### config.mk
export PLATFORM = sky130hd
export DESIGN_NAME = lp_fir_mc
export DESIGN_NICKNAME = d
export VERILOG_FILES = /design/src/rtl/lp_fir_mc.sv
export SDC_FILE = /design/constraint.sdc
export NUM_CORES = 2
export LEC_CHECK = 0
export BUFFER_PORTS_ARGS = -buffer_cell sky130_fd_sc_hd__buf_4
export CORE_ASPECT_RATIO = 0.8
export CORE_UTILIZATION = 60
export CTS_CLUSTER_DIAMETER = 30
export CTS_CLUSTER_SIZE = 25
export DETAILED_ROUTE_END_ITERATION = 8
export MAX_ROUTING_LAYER = met4
export PLACE_DENSITY = 0.77
export REMOVE_ABC_BUFFERS = 1
export SLEW_MARGIN = 20
export SYNTH_ARGS = -nofsm -noshare
export SYNTH_HDL_FRONTEND = slang
export SYNTH_SLANG_ARGS = --single-unit
### constraint.sdc
create_clock -name clk -period 14.5 [get_ports clk]
set_clock_uncertainty 0.05 [all_clocks]
set_input_delay 0.725 -clock clk [delete_from_list [all_inputs] [get_ports clk]]
set_output_delay 0.725 -clock clk [all_outputs]
set_load 0.01 [all_outputs]
### src/rtl/lp_fir_mc.sv
// ============================================================================
// Module   : lp_fir_mc
// Purpose  : Multi-channel time-multiplexed FIR low-pass filter sharing one MAC.
// Revision : 1.0
// ============================================================================
`default_nettype none

module lp_fir_mc #(
  parameter int DATA_W = 16,
  parameter int COEF_W = 16,
  parameter int TAPS   = 8,
  parameter int CH     = 6,
  parameter int SHIFT  = 15,
  parameter int ACC_W  = DATA_W + COEF_W + $clog2(TAPS)
) (
  input  logic                     clk,
  input  logic                     rst,
  input  logic [CH*DATA_W-1:0]     data_in,
  input  logic                     start,
  input  logic                     bypass,
  input  logic [1:0]               err_in,
  input  logic                     coef_we,
  input  logic [$clog2(TAPS)-1:0]  coef_addr,
  input  logic [COEF_W-1:0]        coef_data,
  output logic [CH*DATA_W-1:0]     data_out,
  output logic                     valid,
  output logic                     busy,
  output logic [1:0]               err_out
);

  localparam int TAP_W = $clog2(TAPS);
  localparam int CH_W  = (CH > 1) ? $clog2(CH) : 1;
  localparam int RND_W = ACC_W + 1;
  localparam logic signed [COEF_W-1:0] COEF_RST = COEF_W'((2 ** SHIFT) / TAPS);
  localparam logic signed [RND_W-1:0]  ONE      = 1;
  localparam logic signed [RND_W-1:0]  RND      = ONE <<< (SHIFT - 1);
  localparam logic signed [RND_W-1:0]  SAT_MAX  = (ONE <<< (DATA_W - 1)) - ONE;
  localparam logic signed [RND_W-1:0]  SAT_MIN  = -(ONE <<< (DATA_W - 1));
  localparam logic [TAP_W-1:0]         TAP_LAST = TAP_W'(TAPS - 1);
  localparam logic [CH_W-1:0]          CH_LAST  = CH_W'(CH - 1);

  typedef enum logic [1:0] {
    S_IDLE = 2'd0,
    S_MAC  = 2'd1,
    S_DONE = 2'd2
  } state_t;

  state_t                    state_q, state_d;
  logic signed [ACC_W-1:0]   acc_q, acc_d;
  logic [TAP_W-1:0]          tap_q, tap_d;
  logic [CH_W-1:0]           ch_q, ch_d;

  logic signed [DATA_W-1:0]  line_q [CH][TAPS];
  logic signed [COEF_W-1:0]  coef_q [TAPS];
  logic signed [ACC_W-1:0]   hold_q [CH];
  logic                      byp_q;
  logic [1:0]                errl_q;
  logic                      ovr_q;
  logic [CH*DATA_W-1:0]      data_out_q;
  logic                      valid_q;
  logic                      busy_q;
  logic [1:0]                err_q;

  logic signed [DATA_W+COEF_W-1:0] w_prod;
  logic signed [ACC_W-1:0]         w_sum;
  logic                            w_tap_wrap;
  logic signed [RND_W-1:0]         w_y [CH];
  logic [CH*DATA_W-1:0]            w_dout;
  logic                            w_sat_any;

  assign w_prod     = line_q[ch_q][tap_q] * coef_q[tap_q];
  assign w_sum      = acc_q + ACC_W'(w_prod);
  assign w_tap_wrap = (tap_q == TAP_LAST);

  always_ff @(posedge clk or negedge rst) begin
    if (!rst) begin
      state_q <= S_IDLE;
      acc_q   <= '0;
      tap_q   <= '0;
      ch_q    <= '0;
    end else begin
      state_q <= state_d;
      acc_q   <= acc_d;
      tap_q   <= tap_d;
      ch_q    <= ch_d;
    end
  end

  always_comb begin
    state_d = state_q;
    acc_d   = acc_q;
    tap_d   = tap_q;
    ch_d    = ch_q;
    case (state_q)
      S_IDLE: begin
        if (start) begin
          state_d = S_MAC;
          acc_d   = '0;
          tap_d   = '0;
          ch_d    = '0;
        end
      end
      S_MAC: begin
        // Tap counter is the inner loop; a wrap closes out one channel.
        if (w_tap_wrap) begin
          tap_d = '0;
          acc_d = '0;
          if (ch_q == CH_LAST) begin
            state_d = S_DONE;
          end else begin
            ch_d = ch_q + 1'b1;
          end
        end else begin
          tap_d = tap_q + 1'b1;
          acc_d = w_sum;
        end
      end
      S_DONE:  state_d = S_IDLE;
      default: state_d = S_IDLE;
    endcase
  end

  always_comb begin
    w_dout    = '0;
    w_sat_any = 1'b0;
    for (int k = 0; k < CH; k++) begin
      w_y[k] = ($signed({hold_q[k][ACC_W-1], hold_q[k]}) + RND) >>> SHIFT;
      if (byp_q) begin
        w_dout[k*DATA_W +: DATA_W] = line_q[k][0];
      end else if (w_y[k] > SAT_MAX) begin
        w_dout[k*DATA_W +: DATA_W] = SAT_MAX[DATA_W-1:0];
        w_sat_any                  = 1'b1;
      end else if (w_y[k] < SAT_MIN) begin
        w_dout[k*DATA_W +: DATA_W] = SAT_MIN[DATA_W-1:0];
        w_sat_any                  = 1'b1;
      end else begin
        w_dout[k*DATA_W +: DATA_W] = w_y[k][DATA_W-1:0];
      end
    end
  end

  always_ff @(posedge clk or negedge rst) begin
    if (!rst) begin
      for (int k = 0; k < CH; k++) begin
        hold_q[k] <= '0;
        for (int t = 0; t < TAPS; t++) begin
          line_q[k][t] <= '0;
        end
      end
      for (int t = 0; t < TAPS; t++) begin
        coef_q[t] <= COEF_RST;
      end
      byp_q      <= 1'b0;
      errl_q     <= '0;
      ovr_q      <= 1'b0;
      data_out_q <= '0;
      valid_q    <= 1'b0;
      busy_q     <= 1'b0;
      err_q      <= '0;
    end else begin
      valid_q <= 1'b0;
      case (state_q)
        S_IDLE: begin
          if (coef_we) begin
            coef_q[coef_addr] <= coef_data;
          end
          if (start) begin
            for (int k = 0; k < CH; k++) begin
              line_q[k][0] <= data_in[k*DATA_W +: DATA_W];
              for (int t = 1; t < TAPS; t++) begin
                line_q[k][t] <= line_q[k][t-1];
              end
            end
            byp_q  <= bypass;
            errl_q <= err_in;
            busy_q <= 1'b1;
          end
        end
        S_MAC: begin
          // Start arriving mid-computation is dropped but remembered for the report.
          if (start) begin
            ovr_q <= 1'b1;
          end
          if (w_tap_wrap) begin
            hold_q[ch_q] <= w_sum;
          end
        end
        S_DONE: begin
          data_out_q <= w_dout;
          valid_q    <= 1'b1;
          busy_q     <= 1'b0;
          err_q      <= {errl_q[1] | ovr_q, errl_q[0] | w_sat_any};
          ovr_q      <= 1'b0;
        end
        default: ;
      endcase
    end
  end

  assign data_out = data_out_q;
  assign valid    = valid_q;
  assign busy     = busy_q;
  assign err_out  = err_q;

endmodule

`default_nettype wire
==> summary.md <==
| Metric | Value |
|---|---|
| FF+latch count, synth | 1169 |
| Synthesized area | 0.0656 mm^2 |
| Largest net degree at the start of global routing | around 200 |
| Ys flop type | dfrtp_1 |
| Post-Synth Adder-Cell Area | 0.116 |
| Unrepaired setup endpoints after global routing | no |
| Nets | approximately 6500 |
| Hold path depth | 2 |
| Synth Instances | around 5700 |
| Synth Area in Simple Gates | 0.0762 |
| Compound-Gate Fraction of Synth Area | 0.0897 |
| Synth area leaders | dfrtp_1, mux2_2, fa_1 |
| GRT Total Usage | 0.368 |
| Bufs on Longest Clock Path | 3 |
| Max-Cap Viols | 0 |
| # rows | between 100 and 150 |
| Cell with the most instances after synthesis | dfrtp_1 |
| Final Non-Filler Cells | around 7500 |
| Post-CTS setup buffers | 0 |
| Top post-synthesis cells by count | dfrtp_1, mux2_2, inv_1 |
| Fill cell total of the finished layout | around 7600 |
| GRT overflow | 0 |
| Req. time, crit path | approximately 15 ns |
| Final RePlAce weighted congestion | approximately 1.0 |
| Final setup TNS | 0 ns |
| CTS tree | built |
| Synth async-reset ratio | 1.00 |
| Post-synth top area share | 0.443 |
| CP startpoint kind | flip-flop |
| Antenna violations before repair | 12 |
| Hold wc startpoint | data_in[52] |
| Full die area | approximately 0.11 mm^2 |
| Largest stage delay, worst path | 0.90 ns |
| RR Endpoint | hold_q[69] |
| Routed WL | just under 200000 um |
| WL per Instance | approximately 26 um |
| Fmax | roughly 0.09 GHz |
| R2R setup slack | about 3.3 ns |
| DRC violations left | 0 |
| Area grow syn2layout | 15.0% |
| CTS H-Tree Depth | 4 |
| Xor/xnor cell area share of the yosys netlist | 0.0163 |
| Leading area contributor after synthesis | dfrtp_1 |
| # IOs | roughly 220 |
| Slew Viols, Final | 0 |
| Multiplexer area fraction after synthesis | 0.213 |
| Reg2Reg Depth | 29 |
| Dpl ws | between 3 and 4 ns |
| Crit path top cell by count | fa_1 |
| PostCTS Resize Cnt | 0 |
| Hold/Removal Path Class | primary input to flip-flop |
| Vias/cell | 6.37 |
| Final hold vios | 0 |
| Clock latency on the worst-skew pair | between 0.8 and 0.9 ns |
| Setup-failing EPs final | 0 |
| Total CTS buffers | 189 |
| Unique masters post-synth | 80 |
| CP Max Fanout | 42 |
| Crit-path slowest cell | dfrtp_4 |
| Fin crit period | around 11 ns |
| CTS Sinks | about 1200 |
| Number of global-route vias before repair | around 49000 |
| 1st-iter DRT viols | between 5000 and 6000 |
| Die Height | roughly 300 um |
| Largest family of logic cells by synthesized area | multiplexers |
| Crit Path Category | flip-flop to flip-flop |
| Post-synth EDFFs | 0 |
| Antenna viol nets, final | 0 |
| Final period utilization | 0.769 |
| Run status | finished, final reports clean |
| YS warnings | 0 |
| Root buffer selected by CTS | clkbuf_16 |
| Hold endpoint | line_q[372] |
| Reg clk slew, reported paths | 0.06 ns |
| Multi-input logic area | approximately 0.034 mm^2 |
| DR vias | roughly 48000 |
| Post-DP HPWL | between 100000 and 150000 um |
| Port Buffer Count | between 200 and 250 |
| Die Wd | around 370 um |
| Starting Density | 0.605 |
| Rel. slew slack | 0.144 |
| Fin worst setup slack | ~3.3 ns |
| Reg area | 0.0293 mm^2 |
| CP arrival | about 12 ns |
| DP Cell Count | just over 7000 |
| Core Area | roughly 0.11 mm^2 |
| Drt pass-1 iters | 6 |
| Worst r2r src | ch_q[1] |
| First-pass GRT wire length | 300000 um |
| Slew @ Worst Pin | roughly 1.3 ns |
| Syn_area_per_cell | between 10 and 15 um^2 |
| Worst setup EP type | flip-flop |
| Layout cell share with drive strength beyond 1 | 0.289 |
| Sequential area share after synthesis | 0.446 |
## what timing repair did
action,in CTS,in global routing
endpoints found under the hold margin,81,0
setup endpoints to repair,0,0
hold buffers,1,0
## cell type report
type,count,share of cell area
Multi-Input combinational cell,3846,0.447
Sequential cell,1169,0.388
Clock buffer,237,0.0700
Timing Repair Buffer,313,0.0324
Tap cell,1430,0.0237
Clock inverter,112,0.0195
Inverter,390,0.0194
Antenna cell,8,0.000265
## worst max-delay path by stage
stage | depth (start not counted) | from | endpoint | slack [ns]
CTS | 29 | ch_q[1] | hold_q[69] | 3.57
floorplan | 5 | state_q[0] | ch_q[0] | -6.58
global placement | 29 | ch_q[1] | hold_q[34] | 3.84
global route | 29 | ch_q[1] | hold_q[69] | 2.93
finish | 29 | ch_q[1] | hold_q[69] | 3.35
detailed placement | 29 | ch_q[1] | hold_q[104] | 3.63
## through the flow
stage                     cell area [um^2]  hold slack, ns  utilization
after floorplan                      64300           0.379            -
after global placement               68600           0.412        0.632
after detailed placement             68700           0.419        0.633
after CTS                            75400          0.0518        0.695
after global routing                 75500          0.0664        0.696
final                                75500          0.0893        0.696
## critical path, delay by kind of cell (launching register included)
kind | cells | cell delay [ns]
flip-flops | 1 | 0.90
AND/OR/NAND/NOR | 2 | 0.52
adder cells (fa/ha/maj) | 7 | 3.60
AO/OA/AOI/OAI | 11 | 2.63
buffers and inverters | 7 | 1.70
XOR/XNOR | 1 | 0.46
multiplexers | 1 | 0.88
## cell usage in the layout, fill, tap and decap left out, types with 45 or more instances in the layout
master / n
a22oi_1: 71
ha_1: 114
mux2i_1: 208
nor2_1: 369
mux2_2: 971
a211oi_1: 51
inv_1: 384
buf_4: 304
clkbuf_16: 192
nand3_1: 78
o221ai_1: 45
xnor2_1: 77
nand2_1: 386
dfrtp_1: 1154
nand2b_1: 65
a21oi_1: 242
fa_1: 310
o21ai_0: 358
## routing by layer
metal,share of wire,global-route usage,vias to the layer above
met1,0.41,0.519,24500
met4,0.038,0.141,0
met2,0.44,0.509,2574
li1,-,-,20400
met5,0,-,-
met3,0.11,0.0989,436
## sequential cells by signal (all words and copies together), names as in the netlist
register	flops
valid	1
coef_q	128
errl_q	2
data_out	96
tap_q	3
acc_q	35
err_out	2
line_q	768
state_q	2
byp_q	1
ovr_q	1
busy	1
ch_q	3
hold_q	126
## logic make-up after synthesis
family          count (synthesis)
mux                          1221
flops                        1169
simple gates                 1117
compound gates                962
buf+inv                       731
fa+ha+maj                     424
xor+xnor                      122
Power is not shown: default switching activity piles up to over one toggle a cycle in this logic, so the estimate is an artifact.
